File: src/rtl/rsa_residue_gen.sv
// ---------------------------------------------------------------------------
// rsa_residue_gen
//
// Computes the Montgomery conversion constant R^2 mod M, with R = 2^KEY_WIDTH.
// Starting from r = 1 the block performs 2*KEY_WIDTH modular doublings, one
// per clock (shift left, subtract M once if the result reaches M). This leaves
// r = 2^(2*KEY_WIDTH) mod M. The result feeds the residue register of the
// RSA MMIO engine.
//
// Ports
//   pclk           clock, rising edge
//   nreset         synchronous, active-low reset
//   start          request a computation (sampled only while idle)
//   abort          cancel an in-flight computation; also blocks start in idle
//   modulus        M, latched when start is accepted
//   busy           high while iterating (exactly 2*KEY_WIDTH cycles)
//   done           one-cycle completion pulse (normal or error)
//   residue_valid  sticky: residue holds R^2 mod M for the latched M
//   residue        result
//   error          sticky: the latched M was rejected (even, 0 or 1)
// ---------------------------------------------------------------------------
module rsa_residue_gen #(
    parameter int KEY_WIDTH = 64,
    parameter int CNT_W     = $clog2(2*KEY_WIDTH)+1
) (
    input  logic                 pclk,
    input  logic                 nreset,
    input  logic                 start,
    input  logic                 abort,
    input  logic [KEY_WIDTH-1:0] modulus,
    output logic                 busy,
    output logic                 done,
    output logic                 residue_valid,
    output logic [KEY_WIDTH-1:0] residue,
    output logic                 error
);

    typedef enum logic [1:0] {
        IDLE = 2'd0,
        RUN  = 2'd1,
        FIN  = 2'd2
    } state_t;

    localparam logic [CNT_W-1:0] LAST_ITER = CNT_W'(2*KEY_WIDTH-1);

    state_t               state_q,   state_d;
    logic [KEY_WIDTH-1:0] m_q,       m_d;
    logic [KEY_WIDTH-1:0] r_q,       r_d;
    logic [CNT_W-1:0]     cnt_q,     cnt_d;
    logic                 done_q,    done_d;
    logic                 valid_q,   valid_d;
    logic                 err_q,     err_d;
    logic [KEY_WIDTH-1:0] residue_q, residue_d;

    // One modular doubling step. Because r < M, 2r < 2M, so one conditional
    // subtract is enough. The subtract can be done in KEY_WIDTH bits: when it
    // is selected the true difference is below M and therefore fits.
    logic [KEY_WIDTH:0]   dbl;
    logic                 dbl_ge_m;
    logic [KEY_WIDTH-1:0] dbl_minus_m;
    logic [KEY_WIDTH-1:0] r_step;

    assign dbl         = {r_q, 1'b0};
    assign dbl_ge_m    = (dbl >= {1'b0, m_q});
    assign dbl_minus_m = dbl[KEY_WIDTH-1:0] - m_q;
    assign r_step      = dbl_ge_m ? dbl_minus_m : dbl[KEY_WIDTH-1:0];

    // A modulus is usable only if it is odd and at least 3.
    logic mod_ok;
    assign mod_ok = modulus[0] && (modulus != KEY_WIDTH'(1));

    always_comb begin
        state_d   = state_q;
        m_d       = m_q;
        r_d       = r_q;
        cnt_d     = cnt_q;
        done_d    = 1'b0;
        valid_d   = valid_q;
        err_d     = err_q;
        residue_d = residue_q;

        case (state_q)
            IDLE: begin
                // abort has priority over start while idle.
                if (start && !abort) begin
                    m_d       = modulus;
                    valid_d   = 1'b0;
                    err_d     = 1'b0;
                    residue_d = '0;
                    if (mod_ok) begin
                        r_d     = KEY_WIDTH'(1);
                        cnt_d   = '0;
                        state_d = RUN;
                    end else begin
                        // Rejected modulus: report in the very next cycle.
                        err_d   = 1'b1;
                        done_d  = 1'b1;
                        state_d = FIN;
                    end
                end
            end

            RUN: begin
                if (abort) begin
                    valid_d   = 1'b0;
                    err_d     = 1'b0;
                    residue_d = '0;
                    state_d   = IDLE;
                end else begin
                    r_d   = r_step;
                    cnt_d = cnt_q + CNT_W'(1);
                    if (cnt_q == LAST_ITER) begin
                        // Outputs are registered here so that done, residue
                        // and residue_valid all appear together in the FIN cycle.
                        residue_d = r_step;
                        valid_d   = 1'b1;
                        err_d     = 1'b0;
                        done_d    = 1'b1;
                        state_d   = FIN;
                    end
                end
            end

            FIN: begin
                // The done pulse is already out; an abort here withdraws the
                // sticky status so the result is not used.
                if (abort) begin
                    valid_d   = 1'b0;
                    err_d     = 1'b0;
                    residue_d = '0;
                end
                state_d = IDLE;
            end

            default: begin
                state_d = IDLE;
            end
        endcase
    end

    always_ff @(posedge pclk) begin
        if (!nreset) begin
            state_q   <= IDLE;
            m_q       <= '0;
            r_q       <= '0;
            cnt_q     <= '0;
            done_q    <= 1'b0;
            valid_q   <= 1'b0;
            err_q     <= 1'b0;
            residue_q <= '0;
        end else begin
            state_q   <= state_d;
            m_q       <= m_d;
            r_q       <= r_d;
            cnt_q     <= cnt_d;
            done_q    <= done_d;
            valid_q   <= valid_d;
            err_q     <= err_d;
            residue_q <= residue_d;
        end
    end

    assign busy          = (state_q == RUN);
    assign done          = done_q;
    assign residue_valid = valid_q;
    assign residue       = residue_q;
    assign error         = err_q;

endmodule

File: config.mk
export PLATFORM = sky130hd
export DESIGN_NAME = rsa_residue_gen
export DESIGN_NICKNAME = d
export VERILOG_FILES = /design/src/rtl/rsa_residue_gen.sv
export SDC_FILE = /design/constraint.sdc
export NUM_CORES = 1
export LEC_CHECK = 0
export ABC_CLOCK_PERIOD_IN_PS = 4200
export BUFFER_PORTS_ARGS = -buffer_cell sky130_fd_sc_hd__buf_2
export CAP_MARGIN = 20
export CORE_UTILIZATION = 35
export CTS_CLUSTER_DIAMETER = 120
export CTS_CLUSTER_SIZE = 14
export DETAILED_ROUTE_END_ITERATION = 12
export PLACE_DENSITY = 0.6
export SYNTH_ARGS = -nofsm -noshare
export SYNTH_HDL_FRONTEND = slang
export SYNTH_SLANG_ARGS = --single-unit
File: constraint.sdc
create_clock -name pclk -period 4.2 [get_ports pclk]
set_input_delay 0.21 -clock pclk [delete_from_list [all_inputs] [get_ports pclk]]
set_output_delay 0.21 -clock pclk [all_outputs]
set_load 0.005 [all_outputs]
==> metrics.md <==
| Metric | Value |
|---|---|
| Mux cell area share after synthesis | 1.53% |
| Combinational family with the most area after synthesis | compound AO/OA/AOI/OAI gates |
| Type of the most critical hold path | input pin to flop |
| Power density normalized to cell area | 325 mW/mm^2 |
| Final clock period utilization by the worst path | 91.5% |
| TritonCTS buffer count | 18 |
| Final Wtd Congestion | 0.930 |
| Sequential cell fraction of total power | 44.7% |
| Count of maximum capacitance violations | 0 |
| Routed via count divided by cell count | 5.34 |
| Status | completed |
| Count of input and output buffers | 135 |
| Internal power | 3120 uW |
| Area of the die | 0.0343 mm^2 |
| Die Wd | 185 um |
| Maximum number of pins on one net before global-route repair | 66 |
| Antenna violations before repair | 0 |
| CTS clk-pin slew, worst paths | 0.08 ns |
| Worst slew slack as a fraction of its limit | 31.0% |
| Post-layout min period | 3.85 ns |
| Source of the worst hold timing path | nreset |
| Number of synthesized flops with an enable pin | 0 |
| Cell Rows | 66 |
| Compound-cell area share of the yosys netlist | 24.7% |
| Synthesized cell area | 0.0117 mm^2 |
| Iteration-0 DRC count of the detailed router | 788 |
| Crit path kind | flop to flop |
| Diodes inserted | 0 |
| Adder-cell area share of the yosys netlist | 7.52% |
| Die Height | 185 um |
| Cell leakage power | 0.00586 uW |
| Clock tree from TritonCTS | done |
| Cell count after placement | 2,075 |
| Boundary pin count | 136 |
| Nets | 1,846 |
| Cell depth of the worst flop-to-flop path | 12 |
| Sw Ratio | 30.4% |
| Yosys reg bits | 205 |
| Non-filler instance count after layout | 2,150 |
| Root Buffer | clkbuf_16 |
| H-tree depth reported by CTS | 1 |
| Number of optimization iterations in the first detailed-route pass | 6 |
| Total negative slack | 0 ns |
| Gr ovfl total | 0 |
| Total Routed Length | 37,400 um |
| Cell count after synthesis | 1,577 |
| Library cells used by synthesis | 63 |
| Starting utilization of the core area | 35.8% |
| Sort of element at the start of the critical path | flop |
| Clock latency of the later-clocked register in the worst-skew pair | 0.52 ns |
| Count of unresolved DRC violations after routing | 0 |
| Dominant register cell in the synthesized netlist | dfxtp_1 |
| Area fraction in and, or, nand and nor cells after synthesis | 20.3% |
| Final antenna-violating net count | 0 |
| Register-to-register setup slack | 0.35 ns |
| Async set or reset register ratio after synthesis | 0% |
| Via Count | 11.5k |
| Peak Freq | 260 MHz |
| Post-synthesis net count | 1,715 |
| Mean instance size in the synthesized netlist | 7.45 um^2 |
| Hold path cells | 3 |
| Register area | 0.00410 mm^2 |
| Via count of the first global-routing pass | 10.8k |
| Origin of the critical flop-to-flop path | m_q[8] |
| Largest cells by area after synthesis | dfxtp_1, nand2_1, a21oi_1 |
| Combinational Power Share | 20.6% |
| Total clock sinks | 205 |
| Global-route wire length before repair | 58,100 um |
| Filler instances | 3,456 |
| Fraction of final layout cells sized beyond drive strength 1 | 11.1% |
| Endpoint of the worst register-to-register path | residue[55] |
| Data required time at the worst endpoint | 4.62 ns |
| Setup-violating endpoint count in the final report | 0 |
| Power share of the clock group | 34.7% |
| Largest fanout on the critical path | 28 |
| Relative area change from synthesis to final layout | 17.3% |
| Pins Over Slew Limit | 0 |
| Synth top area share | 34.9% |
| Hold-critical path endpoint | r_q[0] |
| Xor and xnor area share after synthesis | 4.85% |
| Critical path endpoint category | flop |
| Number of failing hold endpoints at the final stage | 0 |
| Multi-input gate area in the final layout | 0.00696 mm^2 |
| Peak supply drop | 237 uV |
| Cell taking the most area after synthesis | dfxtp_1 |
| Transition time at the pin with the least slew margin | 1.04 ns |
| RSZ-0062 raised after global routing | false |
| Switching component of the power | 1360 uW |
| Detailed placement HPWL | 27,800 um |
| Sequential element share of the synthesized area | 34.9% |
| Post-CTS Setup Bufs | 0 |
| Core footprint | 0.0328 mm^2 |
| Clock skew after layout | 0.0167 ns |
| Crit path DAT | 4.27 ns |
| Clock Tree Buf Depth | 3 |
| Number of warnings reported in the yosys synthesis log | 0 |
| Total global routing track utilization | 21.5% |
| WL per Instance | 17.4 um |
-- metal layers --
metal,part of all wire [%],global-route usage (%),up-vias
met4,2.9,7.07,0
met2,45,34.8,330
li1,-,-,5748
met1,47,29.2,5335
met3,5.8,3.01,61
met5,0,0,-
-- cells by family after synthesis --
logic type	after synthesis
AO/OA/AOI/OAI	494
XOR/XNOR	65
adder cells (fa/ha/maj)	70
buffers and inverters	181
flip-flops	205
multiplexers	18
AND/OR/NAND/NOR	544
-- Yosys cell counts (all sizes together) (2+ instances only) --
cell,number
a211o,2
a211oi,11
a21boi,5
a21o,28
a21oi,187
a221o,2
a221oi,2
a22o,3
a22oi,10
a31o,2
a31oi,6
a32oi,16
and2,4
and3,5
buf,24
clkbuf,70
dfxtp,205
ha,69
inv,87
mux2i,18
nand2,301
nand2b,8
nand3,14
nand3b,3
nand4,43
nor2,98
nor2b,10
nor3,20
nor3b,4
nor4,18
nor4b,3
o2111ai,2
o211ai,4
o21a,13
o21ai,162
o21bai,19
o22ai,3
o31ai,6
or2,5
or3,5
or4,2
xnor2,34
xor2,31
-- metrics by stage --
| stage | area (um^2) | util [%] | hold WS, ns | total power, uW | setup slack (ns) |
|---|---|---|---|---|---|
| after floorplan | 11700 | - | 0.346 | 2660 | 1.15 |
| after detailed placement | 12700 | 38.9 | 0.440 | 2910 | 0.253 |
| final | 13800 | 42.0 | 0.00928 | 4480 | 0.355 |
| after global routing | 13800 | 42.0 | 0.00853 | 4690 | 0.120 |
| after global placement | 12700 | 38.9 | 0.433 | 2910 | 0.305 |
| after CTS | 13800 | 42.0 | 0.000379 | 4500 | 0.212 |
-- critical path: stages (launching register included) --
cell	delay, ns
dfxtp_1	0.33
inv_1	0.05
ha_1	0.38
a21oi_1	0.22
o22ai_1	0.14
a31oi_1	0.28
o221a_2	0.29
a211oi_1	0.14
nor4b_2	0.55
or2_4	0.51
nor2b_1	0.62
a22oi_1	0.14
o31ai_1	0.11
-- how the worst max path moves through the flow --
stage,from,to,slack (ns),cells past startpoint
detailed placement,m_q[20],residue[55],0.25,12
global route,m_q[20],r_q[33],0.12,13
global placement,m_q[20],residue[55],0.31,12
CTS,m_q[20],residue[55],0.21,12
floorplan,m_q[1],r_q[60],1.15,12
finish,m_q[8],residue[55],0.35,12
-- state kept, by name, indices dropped and copies added (netlist names) --
signal,flops
cnt_q,8
done,1
error,1
m_q,64
r_q,64
residue,64
residue_valid,1
state_q,2
-- cell type report --
type | count | share of cell area (%)
clock buffer | 19 | 3.45
clock inverter | 1 | 0.0545
inverter | 87 | 2.37
multi-input combinational | 1192 | 50.5
sequential | 205 | 29.8
tap | 442 | 4.01
timing repair buffer | 204 | 9.82
-- cell usage in the layout, fill, tap and decap left out, types with 28 or more instances in the layout --
cell type      count
a21o_1            28
a21oi_1          187
buf_2            135
dfxtp_1          205
dlygate4sd3_1     54
ha_1              69
inv_1             86
nand2_1          300
nand4_1           43
nor2_1            97
o21ai_0          116
o21ai_1           46
xnor2_1           34
xor2_1            31
-- power groups by stage --
stage	clock network, uW	logic, uW	registers, uW
final	1550	923	2000
after global routing	1660	1020	2010
after CTS	1590	909	2000
after detailed placement	0	865	2050
after global placement	0	864	2050
after floorplan	0	615	2040
-- timing repair --
item | 4_1_cts | 5_1_grt
hold buffers | 54 | 0
hold endpoints to repair | 54 | 0
gates resized for setup | 0 | 1
setup endpoints to repair | 0 | 5
Note: power is estimated with default switching activity, not from simulation.
